`src/rtl/dmem_arbiter_pkg.sv`:
```
// Shared types for the data-memory arbiter and the memory controller that
// drives the same request bundle.
package dmem_arbiter_pkg;

    typedef enum logic {ARB, LOCK} arb_state_e;

    typedef enum logic {CORE, EXT} requester_e;

    typedef struct packed {
        logic        cs;
        logic        wr;
        logic [3:0]  mask;
        logic [31:0] addr;
        logic [31:0] wdata;
    } mem_req_t;

endpackage

```
`src/rtl/dmem_arbiter_rr_pick2.sv`:
```
// Two-way round-robin picker: a lone requester wins; under contention the
// requester that did not win last time is chosen. Grant is one-hot {ext, core}.
module rr_pick2
    import dmem_arbiter_pkg::*;
(
    input  logic       req0,
    input  logic       req1,
    input  requester_e last,
    output logic [1:0] gnt
);

    always_comb begin
        gnt = 2'b00;
        if (req0 && req1) begin
            gnt = (last == CORE) ? 2'b10 : 2'b01;
        end else if (req0) begin
            gnt = 2'b01;
        end else if (req1) begin
            gnt = 2'b10;
        end
    end

endmodule

```
`src/rtl/dmem_arbiter.sv`:
```
// Shares the single-port data memory between the core load/store path and an
// external requester, with a bounded ext burst lock and registered read return.
module dmem_arbiter
    import dmem_arbiter_pkg::*;
#(
    parameter int MAX_LOCK = 16
) (
    input  logic        clk,
    input  logic        rst,
    input  logic        core_req,
    input  logic        core_wr,
    input  logic [3:0]  core_mask,
    input  logic [31:0] core_addr,
    input  logic [31:0] core_wdata,
    output logic        core_stall,
    output logic        core_rvalid,
    output logic [31:0] core_rdata,
    input  logic        ext_req,
    input  logic        ext_wr,
    input  logic [3:0]  ext_mask,
    input  logic [31:0] ext_addr,
    input  logic [31:0] ext_wdata,
    input  logic        ext_lock,
    output logic        ext_gnt,
    output logic        ext_rvalid,
    output logic [31:0] ext_rdata,
    output logic        mem_cs,
    output logic        mem_wr,
    output logic [3:0]  mem_mask,
    output logic [31:0] mem_addr,
    output logic [31:0] mem_data_wr,
    input  logic [31:0] mem_data_rd,
    output arb_state_e  arb_state
);

    localparam int CNT_W = $clog2(MAX_LOCK + 1);
    localparam logic [CNT_W-1:0] CNT_MAX = CNT_W'(MAX_LOCK);

    arb_state_e       state;
    requester_e       last_gnt;
    logic [CNT_W-1:0] lock_cnt;
    logic [1:0]       rr_gnt;
    logic             core_gnt;
    logic             ext_win;
    logic             forced_slot;
    mem_req_t         mux;

    rr_pick2 u_pick (
        .req0 (core_req),
        .req1 (ext_req),
        .last (last_gnt),
        .gnt  (rr_gnt)
    );

    // In LOCK ext has priority unless its budget is spent and the core waits.
    always_comb begin
        forced_slot = (state == LOCK) && (lock_cnt == CNT_MAX) && core_req;
        core_gnt    = 1'b0;
        ext_win     = 1'b0;
        if (state == ARB) begin
            core_gnt = rr_gnt[0];
            ext_win  = rr_gnt[1];
        end else if (forced_slot) begin
            core_gnt = 1'b1;
        end else if (ext_req) begin
            ext_win = 1'b1;
        end else begin
            core_gnt = core_req;
        end
    end

    always_comb begin
        mux = '0;
        if (core_gnt) begin
            mux.cs    = 1'b1;
            mux.wr    = core_wr;
            mux.mask  = core_mask;
            mux.addr  = core_addr;
            mux.wdata = core_wdata;
        end else if (ext_win) begin
            mux.cs    = 1'b1;
            mux.wr    = ext_wr;
            mux.mask  = ext_mask;
            mux.addr  = ext_addr;
            mux.wdata = ext_wdata;
        end
    end

    assign mem_cs      = mux.cs;
    assign mem_wr      = mux.wr;
    assign mem_mask    = mux.mask;
    assign mem_addr    = mux.addr;
    assign mem_data_wr = mux.wdata;
    assign ext_gnt     = ext_win;
    assign core_stall  = core_req & ~core_gnt;
    assign arb_state   = state;

    always_ff @(posedge clk) begin
        if (rst) begin
            state    <= ARB;
            last_gnt <= EXT;
            lock_cnt <= '0;
        end else begin
            if (core_gnt) begin
                last_gnt <= CORE;
            end else if (ext_win) begin
                last_gnt <= EXT;
            end
            case (state)
                ARB: begin
                    if (ext_win && ext_lock) begin
                        state    <= LOCK;
                        lock_cnt <= CNT_W'(1);
                    end else begin
                        lock_cnt <= '0;
                    end
                end
                LOCK: begin
                    if (ext_win && ext_lock) begin
                        if (lock_cnt != CNT_MAX) begin
                            lock_cnt <= lock_cnt + CNT_W'(1);
                        end
                    end else begin
                        state    <= ARB;
                        lock_cnt <= '0;
                    end
                end
                default: begin
                    state    <= ARB;
                    lock_cnt <= '0;
                end
            endcase
        end
    end

    // Read data is captured at the grant edge; rdata holds until the next read.
    always_ff @(posedge clk) begin
        if (rst) begin
            core_rvalid <= 1'b0;
            ext_rvalid  <= 1'b0;
            core_rdata  <= '0;
            ext_rdata   <= '0;
        end else begin
            core_rvalid <= core_gnt & ~core_wr;
            ext_rvalid  <= ext_win & ~ext_wr;
            if (core_gnt && !core_wr) begin
                core_rdata <= mem_data_rd;
            end
            if (ext_win && !ext_wr) begin
                ext_rdata <= mem_data_rd;
            end
        end
    end

endmodule

```
`config.mk`:
```
export PLATFORM = sky130hd
export DESIGN_NAME = dmem_arbiter
export DESIGN_NICKNAME = d
export VERILOG_FILES = /design/src/rtl/dmem_arbiter_pkg.sv /design/src/rtl/dmem_arbiter_rr_pick2.sv /design/src/rtl/dmem_arbiter.sv
export SDC_FILE = /design/constraint.sdc
export NUM_CORES = 1
export LEC_CHECK = 0
export CORE_MARGIN = 3
export CORE_UTILIZATION = 38
export CTS_BUF_LIST = sky130_fd_sc_hd__clkbuf_16
export CTS_CLUSTER_SIZE = 10
export DETAILED_ROUTE_END_ITERATION = 10
export HOLD_SLACK_MARGIN = 0.05
export PLACE_DENSITY = 0.79
export SETUP_SLACK_MARGIN = 0.15
export SLEW_MARGIN = 20
export SYNTH_ARGS = -nofsm -noshare
export SYNTH_HDL_FRONTEND = slang
export SYNTH_HIERARCHICAL = 1
export SYNTH_SLANG_ARGS = --single-unit
export TNS_END_PERCENT = 10
```
`constraint.sdc`:
```
create_clock -name clk -period 1.95 [get_ports clk]
set_input_delay 0.195 -clock clk [delete_from_list [all_inputs] [get_ports clk]]
set_output_delay 0.195 -clock clk [all_outputs]
set_load 0.01 [all_outputs]
```
# Yosys cells after proc, flatten, opt, wreduce, memory -nomap -nowiden
# Cells that the tools add are included.
# word_totals
ff_bits,73
latch_bits,0
ram_bits,0
rom_bits,0
input_bits,175
output_inout_bits,139
elab_cells,46
mem_count,0
# op_classes
n_addsub,1
multipliers,0
div,0
n_lt_le_gt_ge,0
eq_ne,3
n_shift,0
mux,19
bitwise,7
n_reduce_logical,9
# ops
operator,n
$mux W70,2
$mux W1,10
$mux W5,2
$pmux W5 S2,1
$mux W2,4
$logic_and A1 B1 Y1,6
$add A5 B1 Y5 const B,1
$eq A5 B5 Y1 const B,1
$ne A5 B5 Y1 const B,1
$not A1 Y1,4
$and A1 B1 Y1,3
$ne A3 B2 Y1 const B,1
$logic_not A1 Y1,2
$reduce_bool A2 Y1,1

# Longest topological paths before layout
# depth
word_depth,8
ltp_mapped,8
depth_no_buf,5

# Modules after synthesis
# Netlist, hierarchy kept.
# modules_own_cells
mod,instances,cells_each,area_each_um2,seq_area_each_um2
dmem_arbiter,1,609,4987.3,1461.4
rr_pick2,1,3,18.8,0.0

# Least setup slack after synthesis
# Ideal clock, no wire load.
# synth_path
kind,register to output
startpoint,register last_gnt
endpoint,output port mem_addr[11]
arrival_ns,1.683
required_time_ns,1.755
path_slack_ns,0.072
path_stages_with_launch,7
n_path_buf,1
path_cell_list,dfxtp_1 -> inv_1 -> a21boi_1 -> nor2b_1 -> o31ai_4 -> clkbuf_1 -> o221ai_1
# synth_rtl
item,line,source
from (decl),dmem_arbiter.sv:40,requester_e last_gnt;
from (signal assigned),dmem_arbiter.sv:101,last_gnt <= EXT;
from (signal assigned),dmem_arbiter.sv:105,last_gnt <= CORE;
from (signal assigned),dmem_arbiter.sv:107,last_gnt <= EXT;
$mux W2,dmem_arbiter_rr_pick2.sv:15,gnt = (last == CORE) ? 2'b10 : 2'b01;
$mux W2,dmem_arbiter_rr_pick2.sv:14,if (req0 && req1) begin
via rr_gnt[0],dmem_arbiter.sv:42,logic [1:0] rr_gnt;
$mux W1,dmem_arbiter.sv:60,if (state == ARB) begin
$mux W70,dmem_arbiter.sv:74,if (core_gnt) begin
to (decl),dmem_arbiter.sv:30,"output logic [31:0] mem_addr,"
# The timed path passes the listed nets, and every way through them passes these cells.

# Worst setup path in the final report
# layout_path
startpoint,register lock_cnt[0]
endpoint,output port mem_addr[9]
# layout_via
elab_chain_len,7
# layout_lines
item,line,source
from (decl),dmem_arbiter.sv:41,logic [CNT_W-1:0] lock_cnt;
from (signal assigned),dmem_arbiter.sv:121,lock_cnt <= lock_cnt + CNT_W'(1);
$eq A5 B5 Y1 (*),dmem_arbiter.sv:57,forced_slot = (state == LOCK) && (lock_cnt == CNT_MAX) && core_req;
$logic_and A1 B1 Y1 (*) (2 in a row),dmem_arbiter.sv:57,
$mux W1,dmem_arbiter.sv:63,end else if (forced_slot) begin
$mux W1,dmem_arbiter.sv:60,
$mux W70,dmem_arbiter.sv:80,end else if (ext_win) begin
$mux W70 (*),dmem_arbiter.sv:74,
# Mark *: on every way between the ends. The rest lies on a longest branch, timed or not.

==> flow_summary.json <==
{
  "crit_path_start_kind": "flip-flop",
  "r2r_start": "lock_cnt[0]",
  "place_hpwl_um": 15300,
  "powerDensity_nw_per_um2": 580,
  "ant_nets": 0,
  "min_period_ps": 2270,
  "drcViolationCount": 0,
  "cts.htree.levels": 3,
  "dr_total_vias": 5899,
  "die_h_um": 121,
  "worstSetupPathType": "flip-flop to primary output",
  "power.leakage_nw": 3.78,
  "core.rowCount": 41,
  "cts_made_buffers": 9,
  "slew_headroom_pct": 63.6,
  "tightest_slew_ps": 546,
  "reg2reg_to": "core_rdata[28]",
  "met2_usage_pct": 48.9,
  "synthXorXnorAreaFrac_pct": 0.700,
  "arrival_ps": 2080,
  "synth.distinct_cells": 36,
  "period_share_pct": 117,
  "syn_nets": 789,
  "initial_core_util_pct": 39.2,
  "antenna_cells": 0,
  "status": "complete, but fails checks",
  "dr.pass1.iters": 5,
  "hold_path_class": "input port to flip-flop",
  "multi_input_comb_area_sq_um": 3350,
  "crit_end": "mem_addr[9]",
  "gp_congestion": 0.877,
  "setup_viol": 71,
  "synth-seq-area-share_pct": 29.2,
  "final_cell_mix": "clkdlybuf4s50_1, nand2b_1, inv_1, nand2_1, dfxtp_1",
  "grt_pass1_vias": 5819,
  "register_area_sq_um": 1470,
  "wl_per_cell_um": 19.6,
  "grt_use_met3_pct": 7.95,
  "cts_tree": "yes",
  "violations": "negative setup slack",
  "cp-end-kind": "primary output",
  "fin_skew_ps": 6.56,
  "synth_area_sq_um": 5010,
  "ys_ff_latch": 73,
  "top_usage_layer": "met2",
  "drt_wl_total_um": 21900,
  "final_common_cell": "clkdlybuf4s50_1",
  "pin_count": 314,
  "worstRegToRegCells": 7,
  "root_buffer": "clkbuf_16",
  "hold_viol": 0,
  "core_area_sq_um": 12800,
  "synthMuxAreaShare_pct": 13.4,
  "grt_max_degree": 77,
  "synthArstFlopShare_pct": 0,
  "area_delta_synth_final_pct": 82.8,
  "syn_inst": 612,
  "drt-vias-per-instance": 5.30,
  "synth-main-ff-cell": "dfxtp_1",
  "clockBufferDepth": 2,
  "crit_path_start": "lock_cnt[0]",
  "track_usage_pct": 27.5,
  "grt_pass1_wl_um": 31800,
  "portBuffers": 313,
  "grtUsageMet1_pct": 30.9,
  "die_w_um": 121,
  "crit_fanout": 7,
  "yosys.area_share.adder_pct": 0.500,
  "grt.overflow.total": 0,
  "dieArea_sq_um": 14600,
  "yosys.area_share.simple_pct": 29.9,
  "ys_warn_count": 6,
  "max_cap_viol_count": 0,
  "ir_worst_vdd_mv": 0.611,
  "cp.required_ps": 1750,
  "cts.clk_slew.worst_paths_ps": 60,
  "synth_edf_count": 0,
  "utilization_pct": 71.6,
  "drive_above_1_share_pct": 22.6,
  "n_fill_cell": 966,
  "max_freq_mhz": 440,
  "final.setup.tns_ps": -17550,
  "worst-r2r-setup-slack_ps": 70,
  "synth_compound_area_share_pct": 14.7,
  "slew_violations": 0,
  "fin_nets": 1114,
  "synth_top_family_by_area": "simple AND/OR/NAND/NOR gates",
  "antenna_found_initial": 0,
  "cts_sinks": 73,
  "clk_latency_ps": 330,
  "setup_slack_ps": -324,
  "rsz0062_at_grt": "true",
  "drt_iter0_drc": 420,
  "syn_avg_cell_area_sq_um": 8.18
}
-- area by class of cell --
class,count,share of cell area [%]
clock buffer,9,2.46
inverter,75,3.08
timing repair buffer,371,38.2
sequential,73,16.0
tap,172,2.35
multi-input combinational,407,36.6
clock inverter,7,1.30
-- state kept, by name, summed over array words and instances (netlist names) --
name         count
ext_rvalid       1
core_rdata      32
lock_cnt         5
core_rvalid      1
ext_rdata       32
last_gnt         1
arb_state        1
-- logic make-up after synthesis --
kind of cell / Yosys count
simple gates: 253
buf+inv: 132
compound gates: 81
flops: 73
mux: 67
xor+xnor: 4
fa+ha+maj: 2
-- metrics by stage --
stage | hold slack [ps] | total power, mW | area (sq um) | cells | setup WS (ps)
after global routing | 328 | 5.50 | 9150 | 1114 | -366
after floorplan | 371 | 2.30 | 5010 | 612 | 121
after global placement | 458 | 3.31 | 8480 | 1078 | -643
after detailed placement | 460 | 3.34 | 8480 | 1078 | -652
after CTS | 271 | 5.21 | 8890 | 1104 | -409
final | 282 | 5.31 | 9150 | 1114 | -324
-- cells in the mapped netlist, drive strengths merged (3+ instances only) --
cell | number | area (sq um)
nand3b | 69 | 518
inv | 74 | 278
and2 | 3 | 18.8
buf | 19 | 151
nand2b | 98 | 613
nand2 | 70 | 263
o221ai | 69 | 604
dfxtp | 73 | 1460
mux2i | 65 | 651
clkbuf | 38 | 143
-- timing repair --
action,CTS,global route
pin swaps,6,4
cloned,3,4
hold endpoints to repair,0,0
resized for setup,279,93
buffers inserted,7,6
setup endpoints to repair,137,127
hold buffers,0,0
-- critical path, cell delays in order, from the launching register on --
cell	delay [ps]
dfxtp_2	330
inv_2	50
ha_4	140
and4bb_4	210
o31ai_4	260
buf_6	170
buf_8	140
buf_6	150
o221ai_1	130
buf_2	160
-- routing by layer --
layer	up-vias	wire length, um
li1	2760	-
met1	2805	8290
met2	289	10900
met3	45	1850
met4	0	846
met5	-	0
-- worst min-delay path by stage --
| stage | startpoint | end | slack (ps) | cells past startpoint |
|---|---|---|---|---|
| after floorplan | mem_data_rd[10] | core_rdata[10] | 370 | 2 |
| after global placement | ext_rdata[17] | ext_rdata[17] | 460 | 2 |
| after detailed placement | core_rdata[31] | core_rdata[31] | 460 | 2 |
| after CTS | rst | ext_rvalid | 270 | 2 |
| after global routing | rst | ext_rvalid | 330 | 2 |
| final | rst | ext_rvalid | 280 | 2 |
-- power breakdown --
group	internal (mW)	switching (mW)	total (mW)
Combinational	1.02	0.793	1.81
Sequential	1.57	0.0422	1.61
Clock	1.25	0.639	1.89
No activity file was read; power rests on OpenSTA's default activity.
